## src/rtl/pipe_pkg.sv

```systemverilog
// pipe_pkg: state encoding and occupancy helper shared by the skid stage.
package pipe_pkg;
    localparam int CNT_W = 2;
    typedef enum logic [1:0] {EMPTY = 2'd0, ONE = 2'd1, TWO = 2'd2} state_t;
    function automatic logic [CNT_W-1:0] state_count(state_t s);
        return (s == TWO) ? 2'd2 : (s == ONE) ? 2'd1 : 2'd0;
    endfunction
endpackage

```

## src/rtl/pipe_slot.sv

```systemverilog
// pipe_slot: one valid+payload register; clear wins over load and parks BUBBLE_DATA.
module pipe_slot #(
    parameter int                DATA_W      = 64,
    parameter logic [DATA_W-1:0] RST_DATA    = '0,
    parameter logic [DATA_W-1:0] BUBBLE_DATA = '0
) (
    input  logic              clk,
    input  logic              rst_n,
    input  logic              i_load,
    input  logic              i_clear,
    input  logic [DATA_W-1:0] i_data,
    output logic              o_valid,
    output logic [DATA_W-1:0] o_data
);
    logic              r_valid;
    logic [DATA_W-1:0] r_data;
    always_ff @(posedge clk) begin
        if (!rst_n) begin
            r_valid <= 1'b0;
            r_data  <= RST_DATA;
        end else if (i_clear) begin
            r_valid <= 1'b0;
            r_data  <= BUBBLE_DATA;
        end else if (i_load) begin
            r_valid <= 1'b1;
            r_data  <= i_data;
        end
    end
    assign o_valid = r_valid;
    assign o_data  = r_data;
endmodule

```

## src/rtl/pipe_skid_stage.sv

```systemverilog
// pipe_skid_stage: two-entry skid buffer with registered in_ready/out_data and flush.
module pipe_skid_stage
    import pipe_pkg::*;
#(
    parameter int                DATA_W      = 64,
    parameter logic [DATA_W-1:0] RST_DATA    = '0,
    parameter logic [DATA_W-1:0] BUBBLE_DATA = '0
) (
    input  logic              clk,
    input  logic              rst_n,
    input  logic              in_valid,
    output logic              in_ready,
    input  logic [DATA_W-1:0] in_data,
    output logic              out_valid,
    input  logic              out_ready,
    output logic [DATA_W-1:0] out_data,
    input  logic              flush,
    output logic [CNT_W-1:0]  count
);
    state_t            r_state, w_state_nxt;
    logic              r_in_ready;
    logic [CNT_W-1:0]  r_count;
    logic              w_accept, w_emit, w_main_valid, w_skid_valid;
    logic              w_main_load, w_main_clear, w_skid_load, w_skid_clear;
    logic [DATA_W-1:0] w_main_data, w_skid_data, w_main_d;
    always_comb begin
        w_accept    = in_valid & r_in_ready;
        w_emit      = w_main_valid & out_ready;
        w_state_nxt = r_state;
        case (r_state)
            EMPTY:   w_state_nxt = w_accept ? ONE : EMPTY;
            ONE:     w_state_nxt = (w_accept == w_emit) ? ONE : (w_accept ? TWO : EMPTY);
            TWO:     w_state_nxt = w_emit ? ONE : TWO;
            default: w_state_nxt = EMPTY;
        endcase
        if (flush) w_state_nxt = EMPTY;
        // main refills from skid when skid holds the older entry, else from the input
        w_main_load  = w_emit ? (w_accept | (r_state == TWO)) : (w_accept & (r_state == EMPTY));
        w_main_clear = flush | (w_emit & ~w_accept & (r_state == ONE));
        w_skid_load  = w_accept & ~w_emit & (r_state == ONE);
        w_skid_clear = flush | (w_emit & (r_state == TWO));
        w_main_d     = w_skid_valid ? w_skid_data : in_data;
    end
    always_ff @(posedge clk) begin
        if (!rst_n) begin
            r_state    <= EMPTY;
            r_in_ready <= 1'b1;
            r_count    <= '0;
        end else begin
            r_state    <= w_state_nxt;
            r_in_ready <= (w_state_nxt != TWO);
            r_count    <= state_count(w_state_nxt);
        end
    end
    pipe_slot #(.DATA_W(DATA_W), .RST_DATA(RST_DATA), .BUBBLE_DATA(BUBBLE_DATA)) u_main (
        .clk(clk), .rst_n(rst_n), .i_load(w_main_load), .i_clear(w_main_clear),
        .i_data(w_main_d), .o_valid(w_main_valid), .o_data(w_main_data)
    );
    pipe_slot #(.DATA_W(DATA_W), .RST_DATA(RST_DATA), .BUBBLE_DATA(BUBBLE_DATA)) u_skid (
        .clk(clk), .rst_n(rst_n), .i_load(w_skid_load), .i_clear(w_skid_clear),
        .i_data(in_data), .o_valid(w_skid_valid), .o_data(w_skid_data)
    );
    assign in_ready  = r_in_ready;
    assign out_valid = w_main_valid;
    assign out_data  = w_main_data;
    assign count     = r_count;
endmodule
```

## config.mk

```make
export PLATFORM = sky130hd
export DESIGN_NAME = pipe_skid_stage
export DESIGN_NICKNAME = d
export VERILOG_FILES = /design/src/rtl/pipe_pkg.sv /design/src/rtl/pipe_slot.sv /design/src/rtl/pipe_skid_stage.sv
export SDC_FILE = /design/constraint.sdc
export NUM_CORES = 1
export LEC_CHECK = 0
export BUFFER_PORTS_ARGS = -buffer_cell sky130_fd_sc_hd__buf_2
export CORE_MARGIN = 5
export CORE_UTILIZATION = 35
export CTS_BUF_LIST = sky130_fd_sc_hd__clkbuf_16
export DETAILED_ROUTE_END_ITERATION = 6
export PLACE_DENSITY_LB_ADDON = 0.1
export SYNTH_ARGS = -nofsm -noshare
export SYNTH_HDL_FRONTEND = slang
export SYNTH_SLANG_ARGS = --single-unit
```

## constraint.sdc

```tcl
create_clock -name clk -period 2.7 [get_ports clk]
set_input_delay 0.135 -clock clk [delete_from_list [all_inputs] [get_ports clk]]
set_output_delay 0.135 -clock clk [all_outputs]
set_load 0.005 [all_outputs]
```

==> results of run 1 <==
cells by family (layout without fill, tap and decap cells):
kind of cell	Yosys count	in the layout	synth area share (%)
AOI/OAI and AO/OA	204	204	23.50
other	0	1	0
DFF	135	135	47.31
and+or+nand+nor	146	146	10.32
buffers and inverters	57	242	7.665
muxes	64	64	11.21
cells in the mapped netlist:
master	number	share of area, %
and3b_2	1	0.18
buf_2	26	2.3
nand2b_1	1	0.11
nand2_1	134	8.8
nor2b_1	1	0.11
nand2b_4	1	0.24
nor2_1	3	0.20
or2_1	1	0.11
nand3_2	1	0.18
mux2i_1	64	11
buf_4	3	0.39
and3_1	1	0.11
dfxtp_1	135	47
a31oi_4	1	0.37
and2_1	1	0.11
a31oi_1	1	0.11
a21oi_1	96	8.4
nor3_2	1	0.18
clkbuf_1	3	0.20
buf_6	24	4.7
inv_1	1	0.066
a211oi_1	2	0.26
o31ai_1	64	8.4
o21ai_0	3	0.26
a21oi_2	37	5.7
sequential cells by signal, summed over array words and instances (netlist names):
signal / count
u_main.o_data: 64
in_ready: 1
u_main.o_valid: 1
count: 2
u_skid.o_data: 64
r_state: 2
u_skid.o_valid: 1
repair_timing:
| action | in CTS | in global routing |
|---|---|---|
| resized for setup | 0 | 0 |
| hold endpoints to repair | 64 | 0 |
| hold buffers | 64 | 0 |
final cells by class:
| cell class | instances | share of cell area (%) |
|---|---|---|
| clock inverter | 14 | 2.475 |
| antenna | 1 | 0.03279 |
| timing repair buffer | 210 | 18.79 |
| multi-input combinational | 414 | 34.08 |
| clock buffer | 17 | 5.574 |
| tap | 216 | 3.541 |
| sequential | 135 | 35.46 |
| inverter | 1 | 0.04918 |
per-layer routing:
layer | up-vias | share of wire, % | global-route usage (%)
met2 | 122 | 47 | 29.34
met5 | - | 0.12 | 0
met4 | 2 | 1.7 | 6.037
met3 | 22 | 5.6 | 4.456
met1 | 2330 | 45 | 21.78
li1 | 2476 | - | -
stage by stage:
stage	util [%]	setup WS [ns]	instance area (sq um)
floorplan	-	1.345	5713
global placement	39.99	0.7881	6375
detailed placement	39.99	0.7084	6375
CTS	47.86	0.7007	7630
global route	47.86	0.5820	7630
finish	47.87	0.7117	7632
worst max-delay path: stages, from the launching register on:
cell and delay (ns):
dfxtp_1 0.42, nand2b_4 0.24, a21oi_4 0.16, or2_4 0.82, a21oi_1 0.17
cell usage in the layout, fill, tap and decap left out, types with 2 or more instances in the layout:
master	synthesis	final
clkinv_2	0	4
clkinv_1	0	4
o21ai_0	3	2
nor2_1	3	3
bufinv_16	0	5
o31ai_1	64	64
clkbuf_16	0	17
inv_1	1	2
dlygate4sd3_1	0	64
buf_2	26	136
a211oi_1	2	2
mux2i_1	64	64
nand2_1	134	134
buf_12	0	3
a21oi_1	96	96
a21oi_2	37	36
buf_4	3	7
dfxtp_1	135	134
final timing paths:
path / from / endpoint / slack, ns / cells past startpoint
setup reg to reg: r_state[0]$_SDFF_PN0_ / u_main.o_data[16]$_SDFFE_PP0P_ / 0.71 / 4
hold reg to reg: u_skid.o_data[18]$_SDFFE_PP0P_ / u_skid.o_data[18]$_SDFFE_PP0P_ / 0.45 / 2
setup / recovery: r_state[0]$_SDFF_PN0_ / u_main.o_data[16]$_SDFFE_PP0P_ / 0.71 / 4
hold / removal: out_ready / u_main.o_valid$_SDFFE_PP0P_ / 0.02 / 4
power by group:
group | internal (mW) | switching (mW)
clock | 1.61 | 0.831
sequential | 2.05 | 0.0391
combinational | 0.219 | 0.272
==> out/qor.yml, run 1 <==
sta:
  fmax_ghz: 0.5030
  tightest_slew_ns: 1.025
  layout_min_cycle_time_ns: 1.988
  fin_setup_tns_ns: 0
  finClkSkew_ns: 0.006119
  hold_viol: 0
  max_slew_margin_pct: 31.69
  finalCritPeriodShare_pct: 73.64
  slew_viol_final: 0
  hold_ws_ns: 0.01920
  setup_viol: 0
  rsz0062_at_grt: "no"
worst_setup_path:
  worst_ep_required_time_ns: 2.95
  crit_arrival_ns: 2.23
  worstPathMaxFanout: 64
  crit_type: "flop to flop"
  start_kind: "flop"
  end_kind: "flop"
clock_network:
  cts.sinks: 135
  cts_setup_buffers: 0
  cts_tree: "yes"
  cts_buffers: 17
  htreeDepth: 4
  cts_max_path_buffers: 2
  clk_latency_ns: 0.41
  cts_root_buffer: "clkbuf_16"
  clkTransAtPathRegs_ns: 0.06
final_layout:
  fin_nets: 848
  num-fill-cells: 1511
  fin_cells: 1008
  multiInputGateArea_sq_um: 2601
  layout-drive-gt1-share_pct: 27.56
  syn_to_final_growth_pct: 33.60
  regArea_sq_um: 2706
route:
  first_pass_iters: 4
  drc_errors: 0
  drtIter0Drc: 286
  wirelength_um: 16200
  vias_per_cell: 4.913
  vias: 4952
  ant_nets: 0
  wl_per_cell_um: 16.07
pwr:
  p_leak_nw: 2.963
  vdd_ir_drop_max_mv: 0.4364
  power_density_nw_per_um2: 657.9
  fin_total_pwr_mw: 5.021
die:
  ios: 137
  num_rows: 46
  start_util_pct: 35.83
  dieArea_sq_um: 18980
  die_w_um: 137.8
  fp.dieH_um: 137.8
  coreArea_sq_um: 15940
synth:
  synth-seq-cells: 135
  synth_cell_types: 25
  synth_warnings: 0
  seq_area_frac_synth_pct: 47.31
  synth_cells: 606
  avgSynthCellArea_sq_um: 9.427
  synthesis.area_sq_um: 5713
  synth_fp_nets: 675
grt:
  grt_max_degree: 66
  overflow: 0
  grt_usage_pct: 17.48
  grt_pass1_vias: 5014
  antenna_found_initial: 1
  grt_pass1_wl_um: 25760
placement:
  dp_hpwl_um: 9800
  globalplace.congestion: 0.7644
  placed_cells: 912
  portBuffers: 136
job:
  cap_viol_max_count: 0
worst_hold_path:
  hp-class: "input pin to flop"
outcome:
  status: "finished clean"
No activity file was read; power rests on OpenSTA's default activity.
==> run 2, diff against run 1 <==
clock period = 2 ns   (was 2.7 ns; I/O delays follow)
==> out/qor.yml, run 2 (synthesized netlist as in run 1, its figures left out) <==
outcome:
  status: "finished clean"
worst_setup_path:
  crit_chain: "nand2b_4, a21oi_4, buf_6, o31ai_1, a21oi_1"
  crit_slowest_cell: "dfxtp_1"
  max_stage_delay_ns: 0.48
  worstPathMaxFanout: 64
  crit_type: "flop to flop"
  end_kind: "flop"
  r2r_cells: 5
  start_kind: "flop"
  crit_arrival_ns: 2.06
  worst_ep_required_time_ns: 2.35
grt:
  antenna_found_initial: 2
  grt_pass1_wl_um: 25660
  overflow: 0
  grt_pass1_vias: 5047
  grt_max_degree: 66
  grt_usage_pct: 17.40
sta:
  max_slew_margin_pct: 55.29
  fin_setup_tns_ns: 0
  finClkSkew_ns: 0.01351
  setup_viol: 0
  fmax_ghz: 0.5824
  rsz0062_at_grt: "no"
  hold_viol: 0
  slew_viol_final: 0
  finalCritPeriodShare_pct: 85.85
  layout_min_cycle_time_ns: 1.717
  tightest_slew_ns: 0.6706
clock_network:
  cts_setup_buffers: 0
  cts_root_buffer: "clkbuf_16"
  htreeDepth: 4
  cts_buffers: 17
  clkTransAtPathRegs_ns: 0.06
  cts.sinks: 135
  cts_tree: "yes"
  cts_max_path_buffers: 2
  clk_latency_ns: 0.42
final_layout:
  multiInputGateArea_sq_um: 2610
  final_cell_mix: "136 x buf_2, 134 x nand2_1, 134 x dfxtp_1"
  layout_commonest_cell: "buf_2"
  regArea_sq_um: 2706
  syn_to_final_growth_pct: 34.17
  final_cell_area_sq_um: 7665
  fin_cells: 1016
  num-fill-cells: 1560
  fin_nets: 856
  layout-drive-gt1-share_pct: 28.41
job:
  cap_viol_max_count: 0
route:
  drc_errors: 0
  first_pass_iters: 4
  drtIter0Drc: 191
  wirelength_um: 16320
  ant_nets: 0
  wl_per_cell_um: 16.06
  vias: 4999
  vias_per_cell: 4.920
die:
  start_util_pct: 35.83
  ios: 137
  dieArea_sq_um: 18980
  num_rows: 46
  die_w_um: 137.8
  coreArea_sq_um: 15940
  fp.dieH_um: 137.8
placement:
  place_area_sq_um: 6400
  globalplace.congestion: 0.7352
  dp_hpwl_um: 9730
  placed_cells: 917
  portBuffers: 136
pwr:
  vdd_ir_drop_max_mv: 0.5193
  power_density_nw_per_um2: 860.6
  p_leak_nw: 2.978
worst_hold_path:
  hp-class: "input pin to flop"
  hold_depth: 3
run 2: cell count changes in the layout (fill, tap and decap cells not counted), sizes merged:
| cell | before | now |
|---|---|---|
| clkinvlp | 0 | 2 |
| inv | 2 | 3 |
| dlygate4sd3 | 64 | 66 |
| buf | 146 | 151 |
| clkinv | 8 | 7 |
| or2 | 1 | 2 |
| bufinv | 5 | 3 |
run 2: critical path, delay by kind of cell, from the launching register on:
kind	cells	cell delay, ns
DFF	1	0.48
AOI/OAI and AO/OA	3	0.51
and+or+nand+nor	1	0.13
buffers and inverters	1	0.48
run 2: path summary, 6_finish.rpt:
path | startpoint | end | slack [ns]
max | r_state[1]$_SDFF_PN0_ | u_main.o_data[55]$_SDFFE_PP0P_ | 0.28
min | rst_n | r_state[0]$_SDFF_PN0_ | 0.11
max reg2reg | r_state[1]$_SDFF_PN0_ | u_main.o_data[55]$_SDFFE_PP0P_ | 0.28
min reg2reg | u_skid.o_data[45]$_SDFFE_PP0P_ | u_skid.o_data[45]$_SDFFE_PP0P_ | 0.45
run 2: layout make-up:
type | instances | area share (%)
Sequential cell | 135 | 35.31
Tap cell | 216 | 3.526
Clock buffer | 17 | 5.550
Multi-Input combinational cell | 415 | 34.05
Antenna cell | 1 | 0.03265
Timing Repair Buffer | 217 | 19.39
Inverter | 1 | 0.04897
Clock inverter | 14 | 2.089
run 2: metrics by stage:
step / hold WS [ns] / setup slack [ns] / power, mW / util (%)
4_1_cts: 0.09543 / 0.03435 / 6.685 / 47.96
3_3_place_gp: 0.3538 / 0.1144 / 3.450 / 40.14
3_5_place_dp: 0.3607 / 0.04186 / 3.456 / 40.14
6_report: 0.1075 / 0.2831 / 6.596 / 48.08
5_1_grt: 0.1199 / 0.1471 / 6.894 / 48.08
2_1_floorplan: 0.2360 / 0.6445 / 3.237 / -
run 2: routing by layer:
layer	GRT usage, %	wire length (um)	vias to the layer above	share of wire (%)
met5	0	16	-	0.098
li1	-	-	2499	-
met3	4.602	942	24	5.8
met2	28.47	7648	116	47
met1	21.72	7425	2358	46
met4	7.135	284	2	1.7
run 2: repair_timing:
action | 4_1_cts | 5_1_grt
hold buffers | 66 | 0
setup endpoints to repair | 0 | 36
hold endpoints to repair | 99 | 0
gates resized for setup | 0 | 3
run 2: where the power goes:
group | switching [mW] | internal (mW) | leakage, nW | total [mW]
sequential | 0.0475 | 2.77 | 1.10 | 2.82
combinational | 0.380 | 0.304 | 1.59 | 0.684
clock | 1.16 | 1.94 | 0.288 | 3.09
==> run 3, diff against run 2 <==
CTS_BUF_LIST = sky130_fd_sc_hd__clkbuf_8 sky130_fd_sc_hd__clkbuf_16   (was sky130_fd_sc_hd__clkbuf_16)
GPL_ROUTABILITY_DRIVEN = 0   (was default)
==> out/qor.yml, run 3 (synthesized netlist as in run 1, its figures left out) <==
outcome:
  status: "finished clean"
worst_setup_path:
  critical_path_buf_inv_count: 1
  worst_ep_required_time_ns: 2.35
  worstPathMaxFanout: 64
  end_kind: "flop"
  crit_type: "flop to flop"
  max_stage_delay_ns: 0.49
  crit_chain: "nand2b_4, a21oi_4, buf_6, o31ai_1, a21oi_1"
  crit_slowest_cell: "buf_6"
  crit_family: "compound AO/OA/AOI/OAI gates"
  start_kind: "flop"
  crit_arrival_ns: 2.06
route:
  drtIter0Drc: 184
  first_pass_iters: 4
  vias: 4996
  ant_nets: 0
  wl_per_cell_um: 16.05
  vias_per_cell: 4.917
  wirelength_um: 16310
  drc_errors: 0
grt:
  overflow: 0
  antenna_found_initial: 2
  grt_pass1_wl_um: 25670
  grt_pass1_vias: 5060
  grt_usage_pct: 17.38
  grt_max_degree: 66
sta:
  slew_viol_final: 0
  fmax_ghz: 0.5841
  layout_min_cycle_time_ns: 1.712
  fin_setup_tns_ns: 0
  hold_viol: 0
  setup_viol: 0
  max_slew_margin_pct: 55.74
  finalCritPeriodShare_pct: 85.61
  hold_ws_ns: 0.1111
  tightest_slew_ns: 0.6639
  rsz0062_at_grt: "no"
  finClkSkew_ns: 0.01074
die:
  dieArea_sq_um: 18980
  coreArea_sq_um: 15940
  num_rows: 46
  start_util_pct: 35.83
  ios: 137
  die_w_um: 137.8
  fp.dieH_um: 137.8
final_layout:
  fin_cells: 1016
  fin_nets: 856
  final_cell_mix: "136 x buf_2, 134 x nand2_1, 134 x dfxtp_1"
  num-fill-cells: 1560
  multiInputGateArea_sq_um: 2610
  regArea_sq_um: 2706
  layout-drive-gt1-share_pct: 28.54
  layout_commonest_cell: "buf_2"
  syn_to_final_growth_pct: 34.34
clock_network:
  clk_latency_ns: 0.42
  htreeDepth: 4
  cts_tree: "yes"
  clkTransAtPathRegs_ns: 0.06
  cts_root_buffer: "clkbuf_16"
  cts.sinks: 135
  cts_max_path_buffers: 2
  cts_buffers: 17
pwr:
  power_density_nw_per_um2: 864.6
  p_leak_nw: 2.984
  vdd_ir_drop_max_mv: 0.5178
  fin_total_pwr_mw: 6.635
worst_hold_path:
  hp-class: "input pin to flop"
placement:
  placed_cells: 917
  dp_hpwl_um: 9730
  portBuffers: 136
job:
  cap_viol_max_count: 0
## run 3: final cells by class
cell class              instances  share of cell area, %
well taps                     216                  3.521
clock inverters                13                  2.038
multi-input cells             415                  34.01
inverters                       1                0.04891
repair buffers                217                  19.37
diodes                          1                0.03261
clock buffers                  18                  5.722
flip-flops and latches        135                  35.26
## run 3: metrics by stage
| step | setup WS, ns | util (%) | cell area [sq um] |
|---|---|---|---|
| after floorplan | 0.6445 | - | 5713 |
| after global placement | 0.1144 | 40.14 | 6400 |
| after detailed placement | 0.04186 | 40.14 | 6400 |
| after CTS | 0.03436 | 48.02 | 7656 |
| after global routing | 0.1471 | 48.14 | 7675 |
| final | 0.2879 | 48.14 | 7675 |
## run 3: routing by layer
layer	routed length, um	vias to the layer above	part of all wire (%)	global-route usage [%]
met5	13	-	0.080	0
met3	868	26	5.3	4.492
met2	7588	113	47	28.28
li1	-	2503	-	-
met4	367	2	2.3	7.519
met1	7470	2352	46	21.74
## run 3: power by group
group | switching (mW) | internal [mW] | total (mW)
Combinational | 0.380 | 0.304 | 0.684
Clock | 1.16 | 1.98 | 3.13
Sequential | 0.0476 | 2.77 | 2.82
## run 3: path summary, 6_finish.rpt
path                                    end  slack (ns)                           start  depth (start not counted)
max          u_main.o_data[55]$_SDFFE_PP0P_        0.29           r_state[1]$_SDFF_PN0_                          5
min                   r_state[0]$_SDFF_PN0_        0.11                           rst_n                          3
max reg2reg  u_main.o_data[55]$_SDFFE_PP0P_        0.29           r_state[1]$_SDFF_PN0_                          5
min reg2reg  u_skid.o_data[45]$_SDFFE_PP0P_        0.45  u_skid.o_data[45]$_SDFFE_PP0P_                          2
## run 3: repair_timing
action                                  4_1_cts  5_1_grt
endpoints found under the hold margin        99        0
hold buffers                                 66        0
resized for setup                             0        3
setup buffers                                 0        0
endpoints found under the setup margin        0       36
## run 3: worst reg2reg max path: stages (launching register included)
cell and delay [ns]:
dfxtp_1 0.48, nand2b_4 0.13, a21oi_4 0.19, buf_6 0.49, o31ai_1 0.20, a21oi_1 0.15
